**src/rtl/dmem_pkg.sv**
```systemverilog
// Shared types and default widths for the data-memory arbiter slice.
package dmem_pkg;

  localparam int unsigned ADDR_W_DEF   = 8;
  localparam int unsigned DATA_W_DEF   = 16;
  localparam int unsigned MAX_LOCK_DEF = 4;

  typedef enum logic [1:0] {
    OWN_NONE,
    OWN_CPU,
    OWN_EXT
  } owner_e;

  typedef enum logic {
    NORMAL,
    LOCKED
  } lock_state_e;

endpackage

```
**src/rtl/dmem_arbiter_rr_lock_arbiter.sv**
```systemverilog
// Two-requester round-robin arbiter with a bounded ext lock burst.
module rr_lock_arbiter
  import dmem_pkg::*;
#(
  parameter int unsigned MAX_LOCK = MAX_LOCK_DEF
) (
  input  logic clk,
  input  logic rst,
  input  logic cpu_req,
  input  logic ext_req,
  input  logic ext_lock,
  output logic cpu_gnt,
  output logic ext_gnt
);

  localparam int unsigned CNT_W = $clog2(MAX_LOCK + 1);
  localparam logic [CNT_W-1:0] CNT_MAX = CNT_W'(MAX_LOCK);

  lock_state_e      state, state_next;
  logic [CNT_W-1:0] lock_cnt, cnt_next;
  owner_e           last_owner;

  // Lock priority only matters on a tie; a lone requester always wins.
  always_comb begin
    cpu_gnt = 1'b0;
    ext_gnt = 1'b0;
    if (cpu_req && ext_req) begin
      if (state == LOCKED) begin
        if (lock_cnt < CNT_MAX) ext_gnt = 1'b1;
        else                    cpu_gnt = 1'b1;
      end else if (last_owner == OWN_CPU) begin
        ext_gnt = 1'b1;
      end else begin
        cpu_gnt = 1'b1;
      end
    end else begin
      cpu_gnt = cpu_req;
      ext_gnt = ext_req;
    end
  end

  always_comb begin
    state_next = state;
    cnt_next   = lock_cnt;
    case (state)
      NORMAL: begin
        if (ext_gnt && ext_lock) begin
          state_next = LOCKED;
          cnt_next   = CNT_W'(1);
        end
      end
      LOCKED: begin
        if (cpu_gnt || !ext_req || (ext_gnt && !ext_lock)) begin
          state_next = NORMAL;
          cnt_next   = '0;
        end else if (ext_gnt && (lock_cnt < CNT_MAX)) begin
          cnt_next = lock_cnt + CNT_W'(1);
        end
      end
      default: begin
        state_next = NORMAL;
        cnt_next   = '0;
      end
    endcase
  end

  always_ff @(posedge clk) begin
    if (rst) begin
      state      <= NORMAL;
      lock_cnt   <= '0;
      last_owner <= OWN_EXT;
    end else begin
      state    <= state_next;
      lock_cnt <= cnt_next;
      if (cpu_gnt)      last_owner <= OWN_CPU;
      else if (ext_gnt) last_owner <= OWN_EXT;
    end
  end

endmodule

```
**src/rtl/dmem_arbiter.sv**
```systemverilog
// Shares the single-port data memory between the cpu LW/SW path and an ext port.
module dmem_arbiter
  import dmem_pkg::*;
#(
  parameter int unsigned ADDR_W   = ADDR_W_DEF,
  parameter int unsigned DATA_W   = DATA_W_DEF,
  parameter int unsigned MAX_LOCK = MAX_LOCK_DEF
) (
  input  logic              clk,
  input  logic              rst,
  input  logic              cpu_req,
  input  logic              cpu_we,
  input  logic [ADDR_W-1:0] cpu_addr,
  input  logic [DATA_W-1:0] cpu_wdata,
  output logic              cpu_gnt,
  output logic              cpu_stall,
  output logic [DATA_W-1:0] cpu_rdata,
  output logic              cpu_rvalid,
  input  logic              ext_req,
  input  logic              ext_we,
  input  logic              ext_lock,
  input  logic [ADDR_W-1:0] ext_addr,
  input  logic [DATA_W-1:0] ext_wdata,
  output logic              ext_gnt,
  output logic [DATA_W-1:0] ext_rdata,
  output logic              ext_rvalid,
  output logic              mem_en,
  output logic              mem_we,
  output logic [ADDR_W-1:0] mem_addr,
  output logic [DATA_W-1:0] mem_wdata,
  input  logic [DATA_W-1:0] mem_rdata
);

  owner_e           rd_owner;
  logic [DATA_W-1:0] cpu_rdata_q, ext_rdata_q;

  rr_lock_arbiter #(.MAX_LOCK(MAX_LOCK)) u_arb (
    .clk      (clk),
    .rst      (rst),
    .cpu_req  (cpu_req),
    .ext_req  (ext_req),
    .ext_lock (ext_lock),
    .cpu_gnt  (cpu_gnt),
    .ext_gnt  (ext_gnt)
  );

  assign cpu_stall = cpu_req & ~cpu_gnt;

  always_comb begin
    mem_en    = 1'b0;
    mem_we    = 1'b0;
    mem_addr  = '0;
    mem_wdata = '0;
    if (cpu_gnt) begin
      mem_en    = 1'b1;
      mem_we    = cpu_we;
      mem_addr  = cpu_addr;
      mem_wdata = cpu_wdata;
    end else if (ext_gnt) begin
      mem_en    = 1'b1;
      mem_we    = ext_we;
      mem_addr  = ext_addr;
      mem_wdata = ext_wdata;
    end
  end

  always_ff @(posedge clk) begin
    if (rst) begin
      rd_owner <= OWN_NONE;
    end else if (cpu_gnt && !cpu_we) begin
      rd_owner <= OWN_CPU;
    end else if (ext_gnt && !ext_we) begin
      rd_owner <= OWN_EXT;
    end else begin
      rd_owner <= OWN_NONE;
    end
  end

  assign cpu_rvalid = (rd_owner == OWN_CPU);
  assign ext_rvalid = (rd_owner == OWN_EXT);

  // Return data passes straight through in the valid cycle and is held afterwards.
  always_ff @(posedge clk) begin
    if (rst) begin
      cpu_rdata_q <= '0;
      ext_rdata_q <= '0;
    end else begin
      if (cpu_rvalid) cpu_rdata_q <= mem_rdata;
      if (ext_rvalid) ext_rdata_q <= mem_rdata;
    end
  end

  assign cpu_rdata = cpu_rvalid ? mem_rdata : cpu_rdata_q;
  assign ext_rdata = ext_rvalid ? mem_rdata : ext_rdata_q;

endmodule

```
**config.mk**
```make
export PLATFORM = sky130hd
export DESIGN_NAME = dmem_arbiter
export DESIGN_NICKNAME = d
export VERILOG_FILES = /design/src/rtl/dmem_pkg.sv /design/src/rtl/dmem_arbiter_rr_lock_arbiter.sv /design/src/rtl/dmem_arbiter.sv
export SDC_FILE = /design/constraint.sdc
export NUM_CORES = 1
export LEC_CHECK = 0
export CAP_MARGIN = 30
export CORE_AREA = 3 3 76 78
export CTS_CLUSTER_DIAMETER = 150
export DETAILED_ROUTE_END_ITERATION = 8
export DIE_AREA = 0 0 79 81
export GPL_TIMING_DRIVEN = 0
export PLACE_DENSITY = 0.9
export SLEW_MARGIN = 20
export SYNTH_ARGS = -nofsm -noshare
export SYNTH_HDL_FRONTEND = slang
export SYNTH_SLANG_ARGS = --single-unit
```
**constraint.sdc**
```tcl
create_clock -name clk -period 4.3 [get_ports clk]
set_input_delay 0.86 -clock clk [delete_from_list [all_inputs] [get_ports clk]]
set_output_delay 0.86 -clock clk [all_outputs]
set_load 0.005 [all_outputs]
```
* Word-level counts from Yosys, hierarchy flattened *
Index checks and enable logic that the tools add are counted.
Widths: inputs -> output; s select.

storage, ports and cells
  register bits = 40
  input bits = 71
  logic and storage cells = 61

operators by class
  add/sub/neg operators = 1
  order comparisons = 1
  eq/ne operators = 5
  muxes and demuxes = 29
  bitwise operators = 3
  reductions and logical operators = 15

operators with widths
  cell                 count
  $mux 16              4
  $mux 8               2
  $mux 1               15
  $mux 3               3
  $logic_and 1x1->1    6
  $mux 2               3
  $pmux 3 s2           1
  $eq 2x1->1 const B   2
  $logic_not 1->1      4
  $add 3x1->3 const B  1
  $lt 3x3->1 const B   1
  $ne 3x3->1 const B   1
  $eq 2x2->1 const B   1
  $logic_or 1x1->1     2
  $ne 2x1->1 const B   1
  $not 1->1            2
  $pmux 1 s2           1
  $reduce_and 2->1     1
  $reduce_bool 2->1    1
  $reduce_or 2->1      1
  $and 1x1->1          1

* Depth between registers and ports, before layout *
Gate-level depths: netlist of run 1.

  word-level depth = 8
  depth in mapped cells = 6
  depth with buffers taken out = 4

* By module *
Synthesis of run 1 repeated with hierarchy kept, for this count alone.

unflattened totals
  cell total of the unflattened synthesis = 238
  area total of the unflattened synthesis = 2458.6 µm²

modules (own cells, without submodules)
  module           times used  cells each  area an instance (µm²)  sequential area each (µm²)
  dmem_arbiter     1           202         2114.5                  680.7
  rr_lock_arbiter  1           36          344.1                   120.1

* Worst setup path before layout of run 1 *
Ideal clock, no wire load.

  kind = in2out
  start point = input port ext_req
  end point = output port mem_wdata[1]
  arrival time = 1.879 ns
  data required time = 3.440 ns
  path slack = 1.561 ns
  stages = 6
  buffers on the path = 3
  cell sequence = clkbuf_1 > nand3b_1 > o311a_1 > buf_2 > buf_2 > a22o_1

between the ends
  elaborated cells between the ends (all ways) = 5
  classes of those cells = mux: 4; reduce/logical: 1

RTL lines
  item               line                                RTL
  from (decl)        dmem_arbiter.sv:19                  input logic ext_req,
  $logic_and 1x1->1  dmem_arbiter_rr_lock_arbiter.sv:27  if (cpu_req && ext_req) begin
  $mux 1             dmem_arbiter_rr_lock_arbiter.sv:27
  via cpu_gnt        dmem_arbiter.sv:15                  output logic cpu_gnt,
  $mux 16            dmem_arbiter.sv:54                  if (cpu_gnt) begin
  to (decl)          dmem_arbiter.sv:30                  output logic [DATA_W-1:0] mem_wdata,

The timed path passes the listed nets, and every way through them passes these cells.

* Worst setup path in the final report of run 1 *
  start point = input port ext_req
  end point = output port mem_addr[2]

between the ends
  longest elaborated chain between the ends = 4
  elaborated cells between the ends (all ways) = 5
  classes of those cells = mux: 4; reduce/logical: 1

RTL lines
  item               line                                RTL
  $logic_and 1x1->1  dmem_arbiter_rr_lock_arbiter.sv:27
  $mux 1             dmem_arbiter_rr_lock_arbiter.sv:27
  $mux 8             dmem_arbiter.sv:59                  end else if (ext_gnt) begin
  $mux 8 (*)         dmem_arbiter.sv:54
  to (decl)          dmem_arbiter.sv:29                  output logic [ADDR_W-1:0] mem_addr,

Every way passes the cells marked *; elsewhere a longest branch is shown, timed or not.

==> impl_metrics.json, run 1 <==
{
  "finalSetupTns_ps": 0,
  "grt_first_pass_wirelength_um": 9910,
  "hold_buffers": 0,
  "dp_cells": 386,
  "die_x_um": 79,
  "die_y_um": 81,
  "via_count": 1929,
  "startpoint": "ext_req",
  "clock-root-buffer": "clkbuf_8",
  "ys_seq_area_share_pct": 41.1,
  "routed_wirelength_um": 6360,
  "hp-start": "u_arb.lock_cnt[1]$_SDFFE_PP0P_",
  "num_rows": 26,
  "worst_pin_slew_ps": 432,
  "postSynth.asyncResetShare_pct": 0,
  "dp_hpwl_um": 5150,
  "hold_violations": 0,
  "synthTopCellsByCount": "40 x dfxtp_1, 32 x and2_1, 32 x mux2_2",
  "place_ws_ps": 441,
  "critPathLaunchType": "primary input",
  "place_congestion": 0.829,
  "fin_ws_ps": 418,
  "status": "completed",
  "drt_iter0_drc": 50,
  "max_freq_ghz": 0.258,
  "syn_area_per_cell_um2": 10.5,
  "rsz0062_at_grt": "false",
  "viasPerCell": 4.90,
  "cp-end-kind": "primary output",
  "crit_chain": "clkdlybuf4s50_1, clkbuf_1, nand3b_1, o311a_1, buf_2, buf_2, a22o_1, clkdlybuf4s50_1",
  "routedWlPerCell_um": 16.1,
  "path_max_fanout": 10,
  "ys_types": 33,
  "synthesis.nets": 257,
  "power.total_mw": 0.931,
  "diodes": 0,
  "postCtsSetupRepairBufs": 0,
  "clkTransAtPathRegs_ps": 80,
  "start_util_pct": 37.9,
  "fin_util_pct": 67.3,
  "slew_headroom_pct": 71.2,
  "synth_area_um2": 1950,
  "finClkSkew_ps": 7.42,
  "syn2layout_area_growth_pct": 77.5,
  "antenna_found_initial": 0,
  "cts_buffers": 5,
  "cts_tree": "yes",
  "period_minus_slack_ps": 3880,
  "cp_top_family": "buffers and inverters",
  "powerDensity_nw_per_um2": 269,
  "leakagePower_nw": 1.39,
  "grt_pass1_vias": 2019,
  "synth_top_area_share_pct": 41.1,
  "clock_sink_count": 40,
  "critical_path.max_stage_delay_ps": 500,
  "cts_resized": 0,
  "period_share_pct": 90.3,
  "htree_num_levels": 2,
  "ir_worst_vdd_mv": 0.155,
  "clkLatencyLatePin_ps": 300,
  "io_pins": 134,
  "critPathKind": "in -> out",
  "critPathSlowestCell": "clkdlybuf4s50_1",
  "synth_flop_cell": "dfxtp_1",
  "fill_cells": 443,
  "portBuffers": 131,
  "max_cap_violations": 0,
  "hp-class": "reg -> reg",
  "ys_top_cells_by_area": "dfxtp_1 41%, mux2_2 18%, a22o_1 11%",
  "grt_overflow_total": 0,
  "fin_cells": 394,
  "finalMaxSlewViolations": 0,
  "critPathBufInv": 5,
  "ys_warn_count": 0,
  "nNetsFinal": 395,
  "synthMostInstantiatedCell": "dfxtp_1",
  "synth_cells": 185,
  "synth_edf_count": 0,
  "finalSetupViolCount": 0,
  "die-area_um2": 6400,
  "ys_seq_elements": 40,
  "drive_above_1_share_pct": 16.4,
  "grt_max_degree": 14,
  "final_antenna_net_count": 0,
  "arrival_ps": 3020,
  "cp.required_ps": 3440,
  "globalRouteTotalUtil_pct": 20.6,
  "core_um2": 5140,
  "cts_buffer_depth": 2,
  "synth.largest_area_cell": "dfxtp_1",
  "first_pass_iters": 4,
  "drcViolationCount": 0,
  "r2r-start": "rd_owner[0]$_SDFF_PP0_"
}
-- cells in the final DEF, fill, tap and decap left out, drive strengths merged --
cell type,count
inv,6
mux2,32
a22o,25
nor2,1
o32ai,1
o21a,1
and2,32
ha,1
nand3,1
clkinv,1
nor2b,2
bufinv,1
buf,10
a41o,1
o311a,1
clkdlybuf4s50,131
nand2b,3
nand2,2
a31oi,4
dfxtp,40
a221o,1
or2,1
a311oi,1
nand4,2
clkbuf,11
nor3b,1
or3b,1
nor4,1
a32o,1
clkinvlp,1
o21ai,1
nand3b,2
a21oi,2
and3,1
a41oi,1
-- through the flow --
step	cell area (um^2)	hold slack, ps
finish	3460	518
global route	3460	560
CTS	3460	517
detailed placement	3350	507
global placement	3350	490
floorplan	1950	472
-- metal layers --
metal  global-route usage [%]  share of wire (%)  up-vias
met4                     7.90                2.0        0
met3                     7.65                8.9        9
met1                     20.2                 36      875
li1                         -                  -      940
met5                        0                  0        -
met2                     39.1                 53      105
-- area by class of cell --
class / instances / area [um^2] / share of cell area (%)
plain buffers: 16 / 91.3 / 2.64
clock buffers: 5 / 68.8 / 1.99
clock inverters: 3 / 42.5 / 1.23
inverters: 6 / 22.5 / 0.651
multi-input cells: 123 / 1030 / 29.9
flip-flops and latches: 40 / 801 / 23.2
well taps: 70 / 87.6 / 2.53
repair buffers: 131 / 1310 / 37.9
-- logic make-up (layout without fill, tap and decap cells) --
kind of cell             Yosys count  after routing  synth area share, %
AND/OR/NAND/NOR                   50             50                 16.1
adder cells (fa/ha/maj)            1              1                0.642
flip-flops                        40             40                 41.1
AO/OA/AOI/OAI                     40             40                 17.9
buffers and inverters             22            161                 5.84
multiplexers                      32             32                 18.5
-- worst paths after layout --
kind	endpoint	slack, ps	cells past startpoint
worst min register to register	u_arb.lock_cnt[1]$_SDFFE_PP0P_	520	2
worst max-delay path	mem_addr[2]	420	8
worst max register to register	cpu_rdata_q[6]$_SDFF_PP0_	2720	5
worst min-delay path	u_arb.lock_cnt[1]$_SDFFE_PP0P_	520	2
-- flip-flops by register name (all words and copies together) (netlist names) --
signal and cells:
cpu_rdata_q 16, ext_rdata_q 16, rd_owner 2, u_arb.last_owner 2
u_arb.lock_cnt 3, u_arb.state 1
-- worst min-delay path, stage by stage (launching register included) --
cell     delay (ps)
dfxtp_1         330
inv_1            60
o32ai_1          80
-- power by group --
part / switching, mW / internal, mW
Sequential: 0.00370 / 0.382
Clock: 0.132 / 0.172
Combinational: 0.0815 / 0.161
Total: 0.217 / 0.714
No activity file was read; power rests on OpenSTA's default activity.
==> inputs of run 2 (changes only) <==
--- a/config.mk
+++ b/config.mk
@@ -10,6 +10,7 @@
 export CTS_CLUSTER_DIAMETER = 150
 export DETAILED_ROUTE_END_ITERATION = 8
 export DIE_AREA = 0 0 79 81
+export GPL_ROUTABILITY_DRIVEN = 0
 export GPL_TIMING_DRIVEN = 0
 export PLACE_DENSITY = 0.9
 export SLEW_MARGIN = 20
==> results of run 2 <==
The final DEF is identical to that of run 1; final timing and power are the same.
==> inputs of run 3 (changes only) <==
--- a/config.mk
+++ b/config.mk
@@ -6,13 +6,15 @@
 export NUM_CORES = 1
 export LEC_CHECK = 0
 export CAP_MARGIN = 30
-export CORE_AREA = 3 3 76 78
+export CORE_AREA = 3 3 70 72
+export CTS_BUF_LIST = sky130_fd_sc_hd__clkbuf_16
 export CTS_CLUSTER_DIAMETER = 150
 export DETAILED_ROUTE_END_ITERATION = 8
-export DIE_AREA = 0 0 79 81
+export DIE_AREA = 0 0 73 75
+export DONT_BUFFER_PORTS = 1
 export GPL_ROUTABILITY_DRIVEN = 0
 export GPL_TIMING_DRIVEN = 0
-export PLACE_DENSITY = 0.9
+export PLACE_DENSITY = 0.65
 export SLEW_MARGIN = 20
 export SYNTH_ARGS = -nofsm -noshare
 export SYNTH_HDL_FRONTEND = slang
==> run 3 against run 2 <==
Net effect:
- die area decreased by 14%
- critical endpoint is now mem_wdata[6]
- sequential share of layout area increased by 14 points
- final cell count decreased by 38%
- critical path type unchanged
==> impl_metrics.json, run 3 (same netlist as run 1, synthesis figures left out) <==
{
  "status": "completed",
  "netSwitchingFraction_pct": 22.0,
  "grt_pass1_vias": 1478,
  "critPathLaunchType": "primary input",
  "cp.required_ps": 3440,
  "finalSetupViolCount": 0,
  "fill_cells": 383,
  "hold_buffers": 0,
  "hold_violations": 0,
  "regToRegSetupSlack_ps": 2670,
  "max_freq_ghz": 0.345,
  "die_x_um": 73,
  "crit_top_cell": "buf_2",
  "portBuffers": 0,
  "r2r_end": "cpu_rdata_q[7]$_SDFF_PP0_",
  "clock_sink_count": 40,
  "diodes": 0,
  "die-area_um2": 5480,
  "worst_pin_slew_ps": 388,
  "cts_buffer_depth": 2,
  "finClkSkew_ps": 4.61,
  "htree_num_levels": 2,
  "grt_first_pass_wirelength_um": 7450,
  "max_cap_violations": 0,
  "via_count": 1503,
  "largest_registers": "cpu_rdata_q (16), ext_rdata_q (16), u_arb.lock_cnt (3)",
  "critPathSlowestCell": "clkbuf_1",
  "startpoint": "ext_req",
  "arrival_ps": 2040,
  "cts_buffers": 5,
  "p_seq_share_pct": 43.1,
  "drive_above_1_share_pct": 26.9,
  "io_pins": 134,
  "leakagePower_nw": 0.932,
  "period_share_pct": 67.5,
  "routedWlPerCell_um": 21.1,
  "crit_path_end": "mem_wdata[6]",
  "power.total_mw": 0.897,
  "path_max_fanout": 10,
  "cts_tree": "yes",
  "cp-end-kind": "primary output",
  "powerDensity_nw_per_um2": 412,
  "period_minus_slack_ps": 2900,
  "hold_slack_ps": 518,
  "syn2layout_area_growth_pct": 11.8,
  "first_pass_iters": 4,
  "num_rows": 24,
  "cts_resized": 0,
  "globalRouteTotalUtil_pct": 18.1,
  "power_switching_mw": 0.197,
  "critPathBufInv": 3,
  "fin_cells": 245,
  "seqCellArea_um2": 801,
  "hp-class": "reg -> reg",
  "final_cell_mix": "40 x dfxtp_1, 32 x mux2_2, 32 x and2_1, 25 x a22o_1",
  "layout_commonest_cell": "dfxtp_1",
  "finalMaxSlewViolations": 0,
  "dp_cells": 237,
  "ir_worst_vdd_mv": 0.181,
  "nNetsFinal": 264,
  "finalSetupTns_ps": 0,
  "clock-root-buffer": "clkbuf_16",
  "clkPwrFrac_pct": 45.5,
  "power_frac_comb_pct": 11.4,
  "start_util_pct": 44.7,
  "clkTransAtPathRegs_ps": 60,
  "r2r_cells": 5,
  "grt_overflow_total": 0,
  "drcViolationCount": 0,
  "final_antenna_net_count": 0,
  "clkLatencyLatePin_ps": 280,
  "critPathKind": "in -> out",
  "viasPerCell": 6.13,
  "internal_power_mw": 0.700,
  "crit_chain": "clkbuf_1, nand3b_1, o311a_1, buf_2, buf_2, a22o_1",
  "slew_headroom_pct": 74.1,
  "drt_iter0_drc": 52,
  "multi_input_area_um2": 1030,
  "grt_max_degree": 13,
  "critical_path.max_stage_delay_ps": 280,
  "routed_wirelength_um": 5170,
  "cp_top_family": "buffers and inverters",
  "antenna_found_initial": 0,
  "r2r-start": "rd_owner[0]$_SDFF_PP0_",
  "dp_hpwl_um": 4190,
  "core_um2": 4350,
  "path_depth": 6,
  "postCtsSetupRepairBufs": 0,
  "rsz0062_at_grt": "false",
  "die_y_um": 75
}
[run 3: worst min-delay path by stage]
stage	start	endpoint	slack, ps	cells past startpoint
floorplan	u_arb.lock_cnt[1]$_SDFFE_PP0P_	u_arb.lock_cnt[1]$_SDFFE_PP0P_	470	2
global route	u_arb.lock_cnt[1]$_SDFFE_PP0P_	u_arb.lock_cnt[1]$_SDFFE_PP0P_	560	2
finish	u_arb.lock_cnt[1]$_SDFFE_PP0P_	u_arb.lock_cnt[1]$_SDFFE_PP0P_	520	2
global placement	u_arb.lock_cnt[1]$_SDFFE_PP0P_	u_arb.lock_cnt[1]$_SDFFE_PP0P_	490	2
detailed placement	u_arb.lock_cnt[1]$_SDFFE_PP0P_	u_arb.lock_cnt[1]$_SDFFE_PP0P_	500	2
CTS	u_arb.lock_cnt[1]$_SDFFE_PP0P_	u_arb.lock_cnt[1]$_SDFFE_PP0P_	510	2
[run 3: power groups by stage]
stage / sequential [mW] / clock (mW) / combinational, mW
3_3_place_gp: 0.393 / 0 / 0.101
6_report: 0.386 / 0.409 / 0.102
4_1_cts: 0.386 / 0.420 / 0.104
5_1_grt: 0.387 / 0.432 / 0.112
2_1_floorplan: 0.393 / 0 / 0.0841
3_5_place_dp: 0.394 / 0 / 0.103
[run 3: cell type report]
cell class / count / area share, %
Buffer: 16 / 4.20
Multi-Input combinational cell: 123 / 47.5
Inverter: 6 / 1.03
Tap cell: 52 / 2.99
Clock inverter: 3 / 1.78
Sequential cell: 40 / 36.8
Clock buffer: 5 / 5.75
[run 3: routing by layer]
layer	vias up	routed length [um]	GRT usage (%)
li1	687	-	-
met1	737	1960	20.6
met2	73	2650	31.4
met3	6	500	6.81
met4	0	55	5.53
met5	-	0	0
[run 3: stage by stage]
step	setup slack (ps)	util, %	area [um^2]
after floorplan	1560	-	1950
after detailed placement	1410	46.2	2010
final	1400	50.0	2180
after global routing	1280	50.0	2180
after CTS	1400	50.0	2180
after global placement	1420	46.2	2010
[run 3: worst reg2reg max path, delay by kind of cell, from the launching register on]
kind | cells | cell delay, ps
buf+inv | 2 | 530
flops | 1 | 310
mux | 1 | 410
simple gates | 2 | 270
